==> src/rtl/word_serializer_if.sv <==
// rtl/word_serializer_if.sv - buffer-side and chunk-side signals of word_serializer
interface word_serializer_if #(
  parameter int IN_WIDTH  = 8,
  parameter int OUT_WIDTH = 2
);
  logic                 buf_empty;
  logic [IN_WIDTH-1:0]  buf_data;
  logic                 buf_clear;
  logic                 step;
  logic                 out_valid;
  logic [OUT_WIDTH-1:0] out_data;
  logic                 out_last;
  logic                 idle;

  modport master (
    input  buf_empty, buf_data, step,
    output buf_clear, out_valid, out_data, out_last, idle
  );

  modport slave (
    output buf_empty, buf_data, step,
    input  buf_clear, out_valid, out_data, out_last, idle
  );
endinterface

==> src/rtl/word_serializer.sv <==
// rtl/word_serializer.sv - drains single_word_buffer and emits each word as step-paced chunks
// A word waiting at the end of the current one is reloaded on the final step, so words stream without a bubble.
module word_serializer #(
  parameter int IN_WIDTH  = 8,
  parameter int OUT_WIDTH = 2,
  parameter int MSB_FIRST = 0
) (
  input  logic               clk,
  input  logic               rst,
  word_serializer_if.master  bus
);
  localparam int N  = IN_WIDTH / OUT_WIDTH;
  localparam int IW = (N > 1) ? $clog2(N) : 1;
  localparam logic [IW-1:0] LAST_IDX = IW'(N - 1);

  localparam logic [0:0] S_IDLE  = 1'b0;
  localparam logic [0:0] S_SHIFT = 1'b1;

  logic [0:0]           r_state;
  logic [IW-1:0]        r_idx;
  logic [IN_WIDTH-1:0]  r_sr;
  logic                 r_valid;
  logic [OUT_WIDTH-1:0] r_data;

  logic w_at_last;
  logic w_take;

  function automatic logic [OUT_WIDTH-1:0] chunk(input logic [IN_WIDTH-1:0] word,
                                                 input logic [IW-1:0] k);
    int pos;
    pos = (MSB_FIRST != 0) ? (N - 1 - int'(k)) : int'(k);
    return OUT_WIDTH'(word >> (pos * OUT_WIDTH));
  endfunction

  assign w_at_last = (r_state == S_SHIFT) && bus.step && (r_idx == LAST_IDX);
  assign w_take    = !bus.buf_empty && ((r_state == S_IDLE) || w_at_last);

  always_ff @(posedge clk) begin
    if (rst) begin
      r_state <= S_IDLE;
      r_idx   <= '0;
      r_sr    <= '0;
      r_valid <= 1'b0;
      r_data  <= '0;
    end else if (w_take) begin
      r_state <= S_SHIFT;
      r_sr    <= bus.buf_data;
      r_idx   <= '0;
      r_valid <= 1'b1;
      r_data  <= chunk(bus.buf_data, '0);
    end else if (r_state == S_SHIFT && bus.step) begin
      if (r_idx == LAST_IDX) begin
        // Underrun: nothing waiting, so drop back to idle with outputs cleared.
        r_state <= S_IDLE;
        r_idx   <= '0;
        r_valid <= 1'b0;
        r_data  <= '0;
      end else begin
        r_idx  <= r_idx + 1'b1;
        r_data <= chunk(r_sr, r_idx + 1'b1);
      end
    end
  end

  assign bus.buf_clear = !rst && w_take;
  assign bus.out_valid = r_valid;
  assign bus.out_data  = r_data;
  assign bus.out_last  = r_valid && (r_idx == LAST_IDX);
  assign bus.idle      = (r_state == S_IDLE);
endmodule

==> src/flat_wrapper.sv <==
// flat-port wrapper written by rule: the top's interface ports become plain ports
module word_serializer_flat 
#(
  parameter int IN_WIDTH  = 8,
  parameter int OUT_WIDTH = 2,
  parameter int MSB_FIRST = 0
)
  (clk, rst, bus_buf_empty, bus_buf_data, bus_step, bus_buf_clear, bus_out_valid, bus_out_data, bus_out_last, bus_idle);
  word_serializer_if #(.IN_WIDTH(IN_WIDTH), .OUT_WIDTH(OUT_WIDTH)) bus_i ();
  input  logic clk;
  input  logic rst;
  input wire logic [$bits(bus_i.buf_empty)-1:0] bus_buf_empty;
  input wire logic [$bits(bus_i.buf_data)-1:0] bus_buf_data;
  input wire logic [$bits(bus_i.step)-1:0] bus_step;
  output wire logic [$bits(bus_i.buf_clear)-1:0] bus_buf_clear;
  output wire logic [$bits(bus_i.out_valid)-1:0] bus_out_valid;
  output wire logic [$bits(bus_i.out_data)-1:0] bus_out_data;
  output wire logic [$bits(bus_i.out_last)-1:0] bus_out_last;
  output wire logic [$bits(bus_i.idle)-1:0] bus_idle;
  assign bus_i.buf_empty = bus_buf_empty;
  assign bus_i.buf_data = bus_buf_data;
  assign bus_i.step = bus_step;
  assign bus_buf_clear = bus_i.buf_clear;
  assign bus_out_valid = bus_i.out_valid;
  assign bus_out_data = bus_i.out_data;
  assign bus_out_last = bus_i.out_last;
  assign bus_idle = bus_i.idle;
  word_serializer #(.IN_WIDTH(IN_WIDTH), .OUT_WIDTH(OUT_WIDTH), .MSB_FIRST(MSB_FIRST)) u_core (.clk(clk), .rst(rst), .bus(bus_i));
endmodule
==> config.mk <==
export PLATFORM = sky130hd
export DESIGN_NAME = word_serializer_flat
export DESIGN_NICKNAME = d
export VERILOG_FILES = /design/src/rtl/word_serializer_if.sv /design/src/rtl/word_serializer.sv /design/src/flat_wrapper.sv
export SDC_FILE = /design/constraint.sdc
export NUM_CORES = 1
export LEC_CHECK = 0
export ABC_AREA = 0
export BUFFER_PORTS_ARGS = -buffer_cell sky130_fd_sc_hd__buf_4
export CORE_ASPECT_RATIO = 1.1
export CORE_MARGIN = 8
export CORE_UTILIZATION = 35
export DETAILED_ROUTE_END_ITERATION = 16
export HOLD_SLACK_MARGIN = 0.06
export PLACE_DENSITY = 0.6
export SLEW_MARGIN = 10
export SYNTH_ARGS = -nofsm -noshare
export SYNTH_HDL_FRONTEND = slang
export SYNTH_SLANG_ARGS = --single-unit
export TNS_END_PERCENT = 100
==> constraint.sdc <==
create_clock -name clk -period 2.4 [get_ports clk]
set_clock_uncertainty 0.2 [all_clocks]
set_input_delay 0.48 -clock clk [delete_from_list [all_inputs] [get_ports clk]]
set_output_delay 0.48 -clock clk [all_outputs]
set_load 0.02 [all_outputs]
==> reports/summary.txt, run 1 <==
Die ar. -> 3360 µm²
Min-delay worst type -> primary input to flip-flop
Tot GR Track Use -> 0.0825
Synth area leaders -> dfxtp_1 42%, mux2i_1 15%, nor2_1 7.9%
Slew margin rel. -> 0.786
Max cap viols -> 0
# IOs -> 18
CTS root buf -> clkbuf_4
Final core occ -> 0.451
Clk buf depth -> 2
Row count -> 16
Post-synth ARST share -> 0
P&R area growth vs syn -> 25.8%
CORE AREA -> 1720 µm²
Buffers inserted by post-CTS timing repair -> 0
Skew-Pair Late Insertion Delay -> 0.28 ns
CP bufs+invs -> 1
CTS Hold Bufs -> 0
First-pass GRT wire length -> 2210 µm
Leak pwr -> 0.351 nW
CP max stage cell -> dfxtp_1
Hpwl dp -> 976 µm
Number of global-route vias before repair -> 497
Mux contribution to synthesized area -> 0.219
Antenna Nets Post-Route -> 0
Initial antenna violation count -> 0
Post-CTS sizing -> 0
Die Ht -> 60.0 µm
Post-Syn Area -> 617 µm²
Maximum clock rate -> 449 MHz
Diode count -> 0
CP Class -> flip-flop to primary output
Worst-Margin Slew -> 0.321 ns
Psw -> 0.124 mW
RePlAce Congestion -> 0.745
Worst Path Arrival -> 1.55 ns
Status -> finished, final reports clean
Logic pwr share -> 0.185
DR WL/cell -> 12.2 µm
Sequential share of the synthesized area -> 0.422
Area share of and/or/nand/nor cells after synthesis -> 0.195
Endpoints failing setup -> 0
CTS buffer count -> 3
Power Dens Cells -> 593 nW/µm²
Setup TNS Final -> 0 ns
Power Internal -> 0.337 mW
Worst setup SP type -> flip-flop
CP top delay family -> flip-flops
XOR/XNOR Fraction of Synth Area -> 0
Crit path depth -> 5
Post-synth top area cell -> dfxtp_1
Largest family of logic cells by synthesized area -> multiplexers
Mapped Cells -> 65
Fin crit period -> 2.23 ns
TritonCTS clock tree -> done
Clock net sink count -> 13
Router iterations before antenna repair -> 2
Avg Cell Area, Syn -> 9.49 µm²
Reg-to-reg slack, setup -> 0.66 ns
EDFF count, synth -> 0
RSZ-0062 raised after global routing -> no
Sequential power share -> 0.520
Hold path depth -> 2
Worst-path clk slew -> 0.08 ns
CP peak stage delay -> 0.42 ns
CP max FO -> 5
Sw frac -> 0.269
Routed vias -> 500
Final hold vios -> 0
Tcrit/Tclk final -> 0.929
DRT iter0 DRCs -> 2
Total congestion overflow -> 0
Layout cells sized above 1 -> 0.298
Post-synth top area share -> 0.422
Top cells by count, synth -> 13 x dfxtp_1, 13 x nor2_1, 9 x mux2i_1
IO buf count -> 17
Area share of fa/ha/maj cells after synthesis -> 0.0203
Crit path required time -> 1.72 ns
Register bit count reported by yosys -> 13
VDD IR max -> 0.309 mV
CP Capture Type -> primary output
H-Tree Depth -> 1
Synth Area in Compound Gates -> 0.0953
Ys flop type -> dfxtp_1
Clock share of power -> 0.295
Post-route DRC violation count -> 0
Critical path cell sequence -> ha_1, nand2_1, a21oi_2, nor2b_1, buf_4
Worst reg-to-reg path cell count -> 6
Syn Nets -> 78
Netlist cell types -> 18
Post-detailed-route via-to-cell ratio -> 4.90
Detailed Route WL -> 1250 µm
Die span in x -> 56.0 µm
Max-slew violation count -> 0
Pin count of the biggest net entering global routing -> 16
Nets -> 98
Initial Util -> 0.358
Yosys warning total -> 0
-- placed cells by master, fill, tap and decap left out, drive strengths merged --
master  count
and2        1
nor3        3
a21oi       5
buf        18
ha          1
nand2b      1
mux4        2
nor2b       3
dfxtp      13
inv         1
nor2       13
clkinv      1
nand2       5
mux2i       9
a21boi      2
o21bai      2
or2         1
clkbuf      3
-- through the flow --
stage          instance area (µm²)  instances  power (mW)  worst slack, ns  hold WS (ns)
2_1_floorplan                  617         65       0.299            0.360         0.255
3_3_place_gp                   748         98       0.331            0.523         0.280
3_5_place_dp                   748         98       0.331            0.479         0.281
4_1_cts                        776        102       0.469            0.146         0.199
5_1_grt                        776        102       0.491           0.0284         0.214
6_report                       776        102       0.460            0.171         0.210
-- final cells by class --
class                   instances  area [µm²]
multi-input cells              48         327
repair buffers                 18         135
clock buffers                   3        22.5
well taps                      18        22.5
flip-flops and latches         13         260
inverters                       1        3.75
fillers                       177         946
clock inverters                 1        5.00
-- final timing paths --
| kind | endpoint | startpoint |
|---|---|---|
| worst min-delay path | u_core.r_state | bus_buf_empty |
| worst min register to register | u_core.bus.out_data[1] | u_core.bus.out_data[1] |
| worst max register to register | u_core.r_sr[3] | u_core.r_idx[0] |
| worst max-delay path | bus_buf_clear | u_core.r_idx[0] |
-- power by group through the flow --
| stage | Clock [mW] | Combinational [mW] | Sequential [mW] |
|---|---|---|---|
| global route | 0.153 | 0.0951 | 0.242 |
| finish | 0.136 | 0.0852 | 0.240 |
| floorplan | 0 | 0.0517 | 0.247 |
| CTS | 0.143 | 0.0865 | 0.240 |
| detailed placement | 0 | 0.0862 | 0.245 |
| global placement | 0 | 0.0858 | 0.245 |
-- per-layer routing --
metal | vias up | GRT usage | wire length (µm) | share of wire
li1 | 258 | - | - | -
met1 | 222 | 0.0967 | 587 | 0.47
met2 | 17 | 0.124 | 535 | 0.43
met3 | 3 | 0.0510 | 115 | 0.092
met4 | 0 | 0.0206 | 10 | 0.0080
met5 | - | 0 | 0 | 0
-- state kept, by name, indices dropped and copies added, names as in the netlist --
register / count
u_core.bus.out_data: 2
u_core.r_idx: 2
u_core.r_sr: 8
u_core.r_state: 1
-- kinds of logic (layout without fill, tap and decap cells) --
logic type | count (synthesis) | after routing
and+or+nand+nor | 27 | 27
DFF | 13 | 13
muxes | 11 | 11
AOI/OAI and AO/OA | 9 | 9
buffers and inverters | 4 | 23
adders and majority gates | 1 | 1
No activity file was read; power rests on OpenSTA's default activity.
==> inputs of run 2 (changes only) <==
--- a/config.mk
+++ b/config.mk
@@ -7,7 +7,7 @@
 export LEC_CHECK = 0
 export ABC_AREA = 0
 export BUFFER_PORTS_ARGS = -buffer_cell sky130_fd_sc_hd__buf_4
-export CORE_ASPECT_RATIO = 1.1
+export CORE_ASPECT_RATIO = 0.9
 export CORE_MARGIN = 8
 export CORE_UTILIZATION = 35
 export DETAILED_ROUTE_END_ITERATION = 16
==> run 2 against run 1 <==
Net effect: die area is essentially flat; setup slack gained 0.040 ns; critical path depth did not move; power hardly changed; largest cell class unchanged; largest power group unchanged; final cell count rose by 5.9%; sequential power is essentially flat; flip-flop and latch count stayed put; first-iteration DRC count unchanged; count of clock-buffer cells in the layout did not move; non-clock buffer count stayed put.
==> reports/summary.txt, run 2 (synthesized netlist as in run 1, its figures left out) <==
Status -> finished, final reports clean
Min-delay worst type -> primary input to flip-flop
Total congestion overflow -> 0 (unchanged)
Most flops, register -> u_core.r_sr
Max-slew violation count -> 0 (unchanged)
VDD IR max -> 0.265 mV (-14%)
Buffers inserted by post-CTS timing repair -> 0 (unchanged)
# IOs -> 18 (unchanged)
Skew-Pair Late Insertion Delay -> 0.28 ns (about the same)
Die Ht -> 55.8 µm (-7.0%)
Final hold vios -> 0 (unchanged)
Layout cells sized above 1 -> 0.298 (unchanged)
Worst-path clk slew -> 0.09 ns (about the same)
Router iterations before antenna repair -> 2 (unchanged)
Endpoints failing setup -> 0 (unchanged)
Hold WS -> 0.206 ns (-0.00338 ns)
Worst-Margin Slew -> 0.301 ns (-0.0199 ns)
TritonCTS clock tree -> done
Leading cell type in the layout, fill and taps excluded -> buf_4
Initial Util -> 0.371 (+0.0124)
CORE AREA -> 1660 µm² (-3.3%)
Commonest non-fill, non-tap cells in the layout -> 18 x buf_4, 13 x nor2_1, 13 x dfxtp_1
CTS Hold Bufs -> 0 (unchanged)
Clk buf depth -> 2 (unchanged)
CTS root buf -> clkbuf_4
CP Capture Type -> primary output
Reg-to-reg slack, setup -> 0.68 ns (+0.02 ns)
Maximum clock rate -> 457 MHz (+1.8%)
Clock net sink count -> 13 (unchanged)
DRT iter0 DRCs -> 2 (unchanged)
Diode count -> 0 (unchanged)
Largest register FFs -> 8 (unchanged)
Power Dens Cells -> 588 nW/µm² (-0.92%)
Die span in x -> 60.3 µm (+7.5%)
Nets -> 98 (unchanged)
Post-detailed-route via-to-cell ratio -> 4.47 (-8.8%)
Antenna Nets Post-Route -> 0 (unchanged)
Row count -> 14 (-2)
Initial antenna violation count -> 0 (unchanged)
Tot Pwr -> 0.460 mW (about the same)
Leak pwr -> 0.351 nW (unchanged)
Post-route DRC violation count -> 0 (unchanged)
CTS buffer count -> 3 (unchanged)
DR WL/cell -> 11.4 µm (-7.1%)
Worst setup SP type -> flip-flop
Fin crit period -> 2.19 ns (-0.0401 ns)
Tcrit/Tclk final -> 0.912 (-0.0167)
Detailed Route WL -> 1230 µm (-1.7%)
P&R area growth vs syn -> 27.0%
First-pass GRT wire length -> 2110 µm (-4.7%)
Setup TNS Final -> 0 ns (unchanged)
Worst Path Arrival -> 1.51 ns (-0.04 ns)
Tot GR Track Use -> 0.0792 (-0.00325)
RSZ-0062 raised after global routing -> no
Pin count of the biggest net entering global routing -> 16 (unchanged)
Slew margin rel. -> 0.799 (+0.0133)
Die ar. -> 3360 µm² (about the same)
Number of global-route vias before repair -> 512 (+3.0%)
Crit path required time -> 1.72 ns (about the same)
Routed vias -> 483 (-3.4%)
Max cap viols -> 0 (unchanged)
IO buf count -> 17 (unchanged)
Post-CTS sizing -> 0 (unchanged)
RePlAce Congestion -> 0.749 (+0.54%)
CP Class -> flip-flop to primary output
CP max FO -> 5 (unchanged)
H-Tree Depth -> 1 (unchanged)
-- run 2: worst paths after layout --
| check | from | cells past startpoint | to |
|---|---|---|---|
| worst min-delay path | bus_buf_empty | 2 | u_core.r_state |
| worst max-delay path | u_core.r_idx[0] | 5 | bus_buf_clear |
| worst min register to register | u_core.bus.out_data[1] | 2 | u_core.bus.out_data[1] |
| worst max register to register | u_core.r_idx[0] | 6 | u_core.r_sr[2] |
-- run 2: area by class of cell --
cell class,count,area [µm²]
tap,24,30.0
multi-input combinational,48,327
timing repair buffer,18,135
fill,170,881
sequential,13,260
clock inverter,1,5.00
clock buffer,3,22.5
inverter,1,3.75
-- run 2: critical path, stage by stage (launching register included) --
cell	delay, ns
dfxtp_1	0.43
ha_1	0.26
nand2_1	0.10
a21oi_2	0.16
nor2b_1	0.14
buf_4	0.15
-- run 2: per-stage QoR --
stage / utilization / setup WS (ns) / instances / area (µm²)
floorplan: - / 0.360 / 65 / 617
global placement: 0.454 / 0.525 / 104 / 756
detailed placement: 0.454 / 0.509 / 104 / 756
CTS: 0.471 / 0.192 / 108 / 783
global route: 0.471 / 0.0850 / 108 / 783
finish: 0.471 / 0.211 / 108 / 783
-- run 2: where the power goes --
| part | total, mW | switching, mW | leakage (nW) | internal, mW |
|---|---|---|---|---|
| logic | 0.0851 | 0.0399 | 0.226 | 0.0453 |
| registers | 0.239 | 0.00966 | 0.107 | 0.230 |
| clock network | 0.136 | 0.0743 | 0.0177 | 0.0617 |
| total | 0.460 | 0.124 | 0.351 | 0.337 |
-- run 2: metal layers --
layer  GRT usage  vias up  wire length, µm
li1            -      261                -
met1       0.100      206              614
met2       0.110       16              483
met3      0.0462        0              131
met4      0.0204        0                0
met5           0        -                0
